## src/rtl/alu_arbiter_pkg.sv

```systemverilog
// rtl/alu_arbiter_pkg.sv - shared FSM state type and ALU control codes for alu_arbiter
//
// Purpose: shared definitions for the two-requester shared-ALU arbiter.
// Contents: state_e (IDLE/EXEC/RESP) and the 4-bit ALU control codes.
package alu_arbiter_pkg;

    typedef enum logic [1:0] {
        ST_IDLE = 2'd0,
        ST_EXEC = 2'd1,
        ST_RESP = 2'd2
    } state_e;

    localparam logic [3:0] ALU_AND    = 4'b0000;
    localparam logic [3:0] ALU_ORR    = 4'b0001;
    localparam logic [3:0] ALU_ADD    = 4'b0010;
    localparam logic [3:0] ALU_SUB    = 4'b0110;
    localparam logic [3:0] ALU_PASS_B = 4'b0111;

endpackage

```

## src/rtl/alu_rr_pick.sv

```systemverilog
// rtl/alu_rr_pick.sv - two-way arbitration pick, round-robin or fixed priority
//
// Purpose: chooses one of two valid requesters and returns a one-hot grant.
// Config:  ALU_ARB_FIXED_PRIO_EN defined -> requester 0 always wins contention
//          and the last-grant pointer is ignored; undefined -> round-robin.
// Ports:
//   valid0_i, valid1_i : requester valid bits
//   last_i             : last-grant pointer (1 = requester 1 was granted last)
//   grant_o[1:0]       : one-hot grant, zero when no requester is valid
module alu_rr_pick (
    input  logic       valid0_i,
    input  logic       valid1_i,
    input  logic       last_i,
    output logic [1:0] grant_o
);

`ifdef ALU_ARB_FIXED_PRIO_EN
    logic unused_last;
    assign unused_last = last_i;

    assign grant_o[0] = valid0_i;
    assign grant_o[1] = valid1_i & ~valid0_i;
`else
    // On contention the requester that was not granted last wins; a lone
    // valid requester wins whatever the pointer says.
    assign grant_o[0] = valid0_i & (~valid1_i | last_i);
    assign grant_o[1] = valid1_i & (~valid0_i | ~last_i);
`endif

endmodule

```

## src/rtl/alu_arbiter.sv

```systemverilog
// rtl/alu_arbiter.sv - two-requester arbiter in front of a shared combinational ALU
//
// Purpose: accepts one operation at a time from two requesters, drives it to
//          an external ALU for one cycle, and returns the captured result.
// Config:  ALU_ARB_FIXED_PRIO_EN (see alu_rr_pick) selects fixed priority.
// Ports:
//   clk, rst                      : clock, asynchronous active-high reset
//   reqN_valid/ready/op/a/b       : requester N operation handshake (N = 0,1)
//   alu_ctl, alu_a, alu_b         : drive to shared ALU, zero outside EXEC
//   alu_result, alu_zero          : combinational ALU outputs
//   resp_valid/ready/id/result/zero : response handshake and payload
module alu_arbiter
    import alu_arbiter_pkg::*;
#(
    parameter int WIDTH = 64
) (
    input  logic             clk,
    input  logic             rst,
    input  logic             req0_valid,
    output logic             req0_ready,
    input  logic [3:0]       req0_op,
    input  logic [WIDTH-1:0] req0_a,
    input  logic [WIDTH-1:0] req0_b,
    input  logic             req1_valid,
    output logic             req1_ready,
    input  logic [3:0]       req1_op,
    input  logic [WIDTH-1:0] req1_a,
    input  logic [WIDTH-1:0] req1_b,
    output logic [3:0]       alu_ctl,
    output logic [WIDTH-1:0] alu_a,
    output logic [WIDTH-1:0] alu_b,
    input  logic [WIDTH-1:0] alu_result,
    input  logic             alu_zero,
    output logic             resp_valid,
    input  logic             resp_ready,
    output logic             resp_id,
    output logic [WIDTH-1:0] resp_result,
    output logic             resp_zero
);

    state_e           state_q;
    logic [3:0]       op_q;
    logic [WIDTH-1:0] a_q;
    logic [WIDTH-1:0] b_q;
    logic             id_q;
    logic             last_q;
    logic             resp_valid_q;
    logic             resp_id_q;
    logic [WIDTH-1:0] resp_result_q;
    logic             resp_zero_q;

    logic [1:0]       grant;
    logic             in_idle;
    logic             in_exec;

    alu_rr_pick u_pick (
        .valid0_i (req0_valid),
        .valid1_i (req1_valid),
        .last_i   (last_q),
        .grant_o  (grant)
    );

    assign in_idle = (state_q == ST_IDLE);
    assign in_exec = (state_q == ST_EXEC);

    // Grant only qualifies ready while idle, so an accept is simply a
    // non-zero grant in IDLE and a withdrawn valid leaves no trace.
    assign req0_ready = in_idle & grant[0];
    assign req1_ready = in_idle & grant[1];

    assign alu_ctl = in_exec ? op_q : 4'b0000;
    assign alu_a   = in_exec ? a_q  : '0;
    assign alu_b   = in_exec ? b_q  : '0;

    assign resp_valid  = resp_valid_q;
    assign resp_id     = resp_id_q;
    assign resp_result = resp_result_q;
    assign resp_zero   = resp_zero_q;

    always_ff @(posedge clk or posedge rst) begin
        if (rst) begin
            state_q       <= ST_IDLE;
            op_q          <= 4'b0000;
            a_q           <= '0;
            b_q           <= '0;
            id_q          <= 1'b0;
            last_q        <= 1'b1;
            resp_valid_q  <= 1'b0;
            resp_id_q     <= 1'b0;
            resp_result_q <= '0;
            resp_zero_q   <= 1'b0;
        end else begin
            case (state_q)
                ST_IDLE: begin
                    if (grant != 2'b00) begin
                        op_q    <= grant[1] ? req1_op : req0_op;
                        a_q     <= grant[1] ? req1_a  : req0_a;
                        b_q     <= grant[1] ? req1_b  : req0_b;
                        id_q    <= grant[1];
                        last_q  <= grant[1];
                        state_q <= ST_EXEC;
                    end
                end
                ST_EXEC: begin
                    resp_result_q <= alu_result;
                    resp_zero_q   <= alu_zero;
                    resp_id_q     <= id_q;
                    resp_valid_q  <= 1'b1;
                    state_q       <= ST_RESP;
                end
                ST_RESP: begin
                    if (resp_ready) begin
                        resp_valid_q <= 1'b0;
                        state_q      <= ST_IDLE;
                    end
                end
                default: begin
                    state_q <= ST_IDLE;
                end
            endcase
        end
    end

endmodule
```

## config.mk

```make
export PLATFORM = sky130hd
export DESIGN_NAME = alu_arbiter
export DESIGN_NICKNAME = d
export VERILOG_FILES = /design/src/rtl/alu_arbiter_pkg.sv /design/src/rtl/alu_rr_pick.sv /design/src/rtl/alu_arbiter.sv
export SDC_FILE = /design/constraint.sdc
export NUM_CORES = 1
export LEC_CHECK = 0
export ABC_AREA = 1
export BUFFER_PORTS_ARGS = -buffer_cell sky130_fd_sc_hd__buf_2
export CAP_MARGIN = 30
export CORE_AREA = 3 3 206 208
export DETAILED_ROUTE_END_ITERATION = 6
export DIE_AREA = 0 0 209 211
export GPL_TIMING_DRIVEN = 0
export HOLD_SLACK_MARGIN = 0.15
export PLACE_DENSITY = 0.59
export SYNTH_ARGS = -nofsm -noshare
export SYNTH_HDL_FRONTEND = slang
export SYNTH_SLANG_ARGS = --single-unit
```

## constraint.sdc

```tcl
create_clock -name clk -period 7.8 [get_ports clk]
set_input_delay 0.39 -clock clk [delete_from_list [all_inputs] [get_ports clk]]
set_output_delay 0.39 -clock clk [all_outputs]
set_load 0.1 [all_outputs]
```

# == Word level (Yosys, flattened, before mapping) ==
# Cells that the tools add are included.
# op_classes
n_eq_ne,4
mux,11
bitwise_logic,9
reduce_logical,6
# ops
op,count
$mux W64,4
$mux W4,2
$pmux W2 S3,1
$reduce_and A2 Y1,3
$and A1 B1 Y1,4
$mux W2,2
$reduce_bool A2 Y1,2
$not A1 Y1,3
$eq A2 B1 Y1 const B,1
$eq A2 B2 Y1 const B,1
$logic_not A2 Y1,1
$ne A2 B1 Y1 const B,1
$ne A2 B2 Y1 const B,1
$or A1 B1 Y1,2
$pmux W1 S2,1
$mux W1,1
# totals
reg_bits,203
in_bits,334
out_inout_bits,201
wordCells,40

# == Depth between registers and ports, before layout ==
# depth
word_depth,6
mapped_depth,8
depth_no_buf,6

# == Cells and area by module ==
# From an unflattened synthesis, not the netlist that was laid out.
# unflattened
cells_unflattened,1571
area_unflattened_um2,10367.4
# by_module_without_submodules
mod,instances,cells_per_inst,area_each_um2,seq_area_each_um2
alu_arbiter,1,1567,10339.9,5081.1
alu_rr_pick,1,4,27.5,0.0

# == Worst setup path before layout ==
# OpenSTA, ideal clock, no wires.
# synth_timing
path_type,reg2out
start,reg state_q[1]
end,out alu_a[0]
t_arrival_ps,2260
t_required_ps,7410
path_slack_ps,5150
path_stages_with_launch,6
path_buffers,2
path_cell_list,dfrtp_1 -> nor2_1 -> inv_1 -> buf_2 -> clkbuf_1 -> nor2_1
# synth_between
elab_chain_len,2
# synth_rtl
element,line,rtl
"start, declared",alu_arbiter.sv:41,state_e state_q;
"start signal, assigned",alu_arbiter.sv:82,state_q <= ST_IDLE;
"start signal, assigned",alu_arbiter.sv:101,state_q <= ST_EXEC;
"start signal, assigned",alu_arbiter.sv:109,state_q <= ST_RESP;
$eq A2 B1 Y1,alu_arbiter.sv:64,assign in_exec = (state_q == ST_EXEC);
$mux W64,alu_arbiter.sv:72,assign alu_a = in_exec ? a_q : '0;
"end, declared",alu_arbiter.sv:30,"output logic [WIDTH-1:0] alu_a,"
# Every way passes these cells.

# == Worst setup path after layout ==
# layout_timing
start,reg state_q[1]
end,out alu_b[0]
# layout_between
elab_chain_len,2
# layout_rtl
element,line,rtl
$eq A2 B1 Y1,alu_arbiter.sv:64,
$mux W64,alu_arbiter.sv:73,assign alu_b = in_exec ? b_q : '0;
"end, declared",alu_arbiter.sv:31,"output logic [WIDTH-1:0] alu_b,"
# Every way passes these cells.

==> results.md <==
* Status: finished, final reports clean
* Worst-path fanout max at 10
* Slowest cell on crit path: buf_2
* Setup crit start: state_q[1]$_DFFE_PP0P_
* Max stage delay on crit path at between 400 and 500 ps
* Pwr Density at ~510 nW/um^2
* Final setup fails at 0
* FFs w/ async S/R, synth at 100%
* Worst vdd ir at 0.248 mV
* Routability cong. at 0.918
* Worst Setup Path Type: flip-flop to output port
* I/O Pins at 535
* Hold path endpoint: b_q[38]$_DFFE_PP0P_
* R2r worst-path depth at 7
* Root buffer cell: clkbuf_16
* WL/cell at approximately 16 um
* Via count at 12,911
* # fillers at 4,341
* Max Cap Viol at 0
* Hold path start: req0_b[38]
* Period utilisation layout at between 30% and 40%
* Vias in the first global route at 12,957
* Die area at about 44,000 um^2
* Yosys warns at 0
* GR Overflow Total at 0
* Clock Latency Late Sink at 530 ps
* Die Ht at 211 um
* Vias per cell at 4.39
* Total CTS buffers at 24
* Main flop type after synthesis: dfrtp_1
* Buf/Inv on CP at 5
* Worst slew pin tran at 842 ps
* Yosys cell types at 18
* Clock Pin Slew Worst Setup and Hold Paths at 60 ps
* Row cnt at 74
* Synthesized cell area at 11,200 um^2
* Share of the yosys chip area belonging to registers at a little under half
* Synth Register Bits at 203
* Unrepaired setup endpoints after global routing: no
* DP HPWL at 35,400 um
* DRT iter0 DRCs at 797
* Pin count of the biggest net entering global routing at 84
* Clk sinks at 203
* Worst reg-to-reg setup slack at 5620 ps
* CTS tree: done
* Core ar. at 40,700 um^2
* Rel. slew slack at between 40% and 50%
* H-tree depth at 1
* Drt first pass iters at 6
* HP Class: primary input to flip-flop
* All-Layer GR Usage at between 20% and 30%
* Clock Path Buffers at 3
* Post-cts gate resize count at 0
* Most common cell after layout, fill and taps aside: nand2_1
* Worst Skew at 7.56 ps
* Syn nets at ~2,000
* Critical R2R Launch: last_q$_DFFE_PP1P_
* Number of synthesized flops with an enable pin at 0
* DP Worst Slack at 5090 ps
* CP cell instances: nor2_1 -> inv_1 -> clkbuf_1 -> buf_8 -> buf_2 -> nor2_1 -> buf_2
* Most frequent cells in the layout: nand2_1 (596), buf_2 (586), inv_1 (401)
* Die Width at roughly 210 um
* Crit path DAT at 2720 ps
* Fmax at 0.321 GHz
* DRC violations left at 0
* Share of layout cells above drive strength 1 at 26.8%
* Initial antenna violation count at 7
* First-pass GRT wire length at ~70,000 um
* Routed WL at roughly 46,000 um
* Final Slew Violations at 0
* Final Hold Fails at 0
* NumNets Final at ~2,700
* Cell family with most CP delay: buffers and inverters
* # port buffers at 533
* Hold depth at 5
* Final ANT Viol Nets at 0
* Worst Slack Setup Final at 4690 ps
* WP data required at 7410 ps
* LEAKAGE at 10.5 nW
* Min Clock Period, post-route at approximately 3100 ps
* Syn Inst Count at between 1,500 and 2,000
* Area growth syn-to-layout at 48.3%
* Crit path launch type: flip-flop
* Power Total at 8.45 mW
* Worst reg2reg path endpoint: a_q[6]$_DFFE_PP0P_
* Setup crit end kind: output port
* Avg Inst Size Synth at ~6.5 um^2
* Initial Util at a little over a quarter
Yosys cell counts (3+ instances only):
library cell  instances  area share, %
nand3_1             266             12
buf_1                13           0.44
dfrtp_1             202             45
inv_2                 3           0.10
buf_4                 7           0.47
nand2_1             596             20
clkbuf_1             26           0.87
inv_1               402             13
o21ai_0               4           0.18
buf_2                53            2.4
nor2_1              134            4.5
final cells by class:
class	instances	area (um^2)	area share (%)
flip-flops and latches	203	5080	30.6
multi-input cells	1005	4130	24.8
repair buffers	650	3880	23.4
inverters	405	1530	9.20
clock buffers	33	706	4.25
well taps	532	666	4.01
plain buffers	100	475	2.86
clock inverters	11	140	0.844
diodes	4	10.0	0.0603
how the worst max path moves through the flow:
stage	cells past startpoint	slack, ps	end
floorplan	1	1870	a_q[0]$_DFFE_PP0P_
global placement	2	-930	a_q[43]$_DFFE_PP0P_
detailed placement	7	5090	alu_b[0]
CTS	7	4520	alu_b[0]
global route	7	4490	alu_b[0]
finish	7	4690	alu_b[0]
worst min-delay path: stages:
cell and delay, ps:
buf_2 80, inv_1 30, nand2_1 50, nand3_1 60, nand2_1 60
what timing repair did:
item	CTS	global route
hold endpoints to repair	152	0
setup endpoints to repair	0	0
hold buffers	114	0
setup buffers	0	0
metal layers:
layer	wire [um]	track usage [%]	vias up
met3	3090	3.56	92
met5	7	0	-
met2	22300	35.0	533
met1	19300	25.4	5963
li1	-	-	6321
met4	1370	6.28	2
state kept, by name (all words and copies together) (netlist names):
register / flops
state_q: 2
resp_zero: 1
a_q: 64
resp_id: 1
op_q: 4
resp_result: 64
id_q: 1
resp_valid: 1
b_q: 64
last_q: 1
stage by stage:
stage,utilization (%),setup TNS (ps),area [um^2],hold slack [ps],cells
6_report,40.8,0,16600,178,2943
3_3_place_gp,35.7,-182210,14500,449,2778
5_1_grt,40.8,0,16600,177,2940
2_1_floorplan,-,0,11200,449,1713
3_5_place_dp,35.9,0,14600,391,2781
4_1_cts,40.7,0,16600,150,2939
power breakdown:
group          internal [mW]  switching (mW)  leakage [nW]  total (mW)
logic                  0.948            4.43          7.64        5.38
registers               1.59           0.281          2.47        1.87
clock network          0.733           0.473         0.418        1.21
cell families after synthesis:
logic type	count (synthesis)	synth area share, %
AO/OA/AOI/OAI	6	0.268
buffers and inverters	505	17.8
flip-flops	203	45.4
AND/OR/NAND/NOR	999	36.6
(Power assumes the default switching activity.)
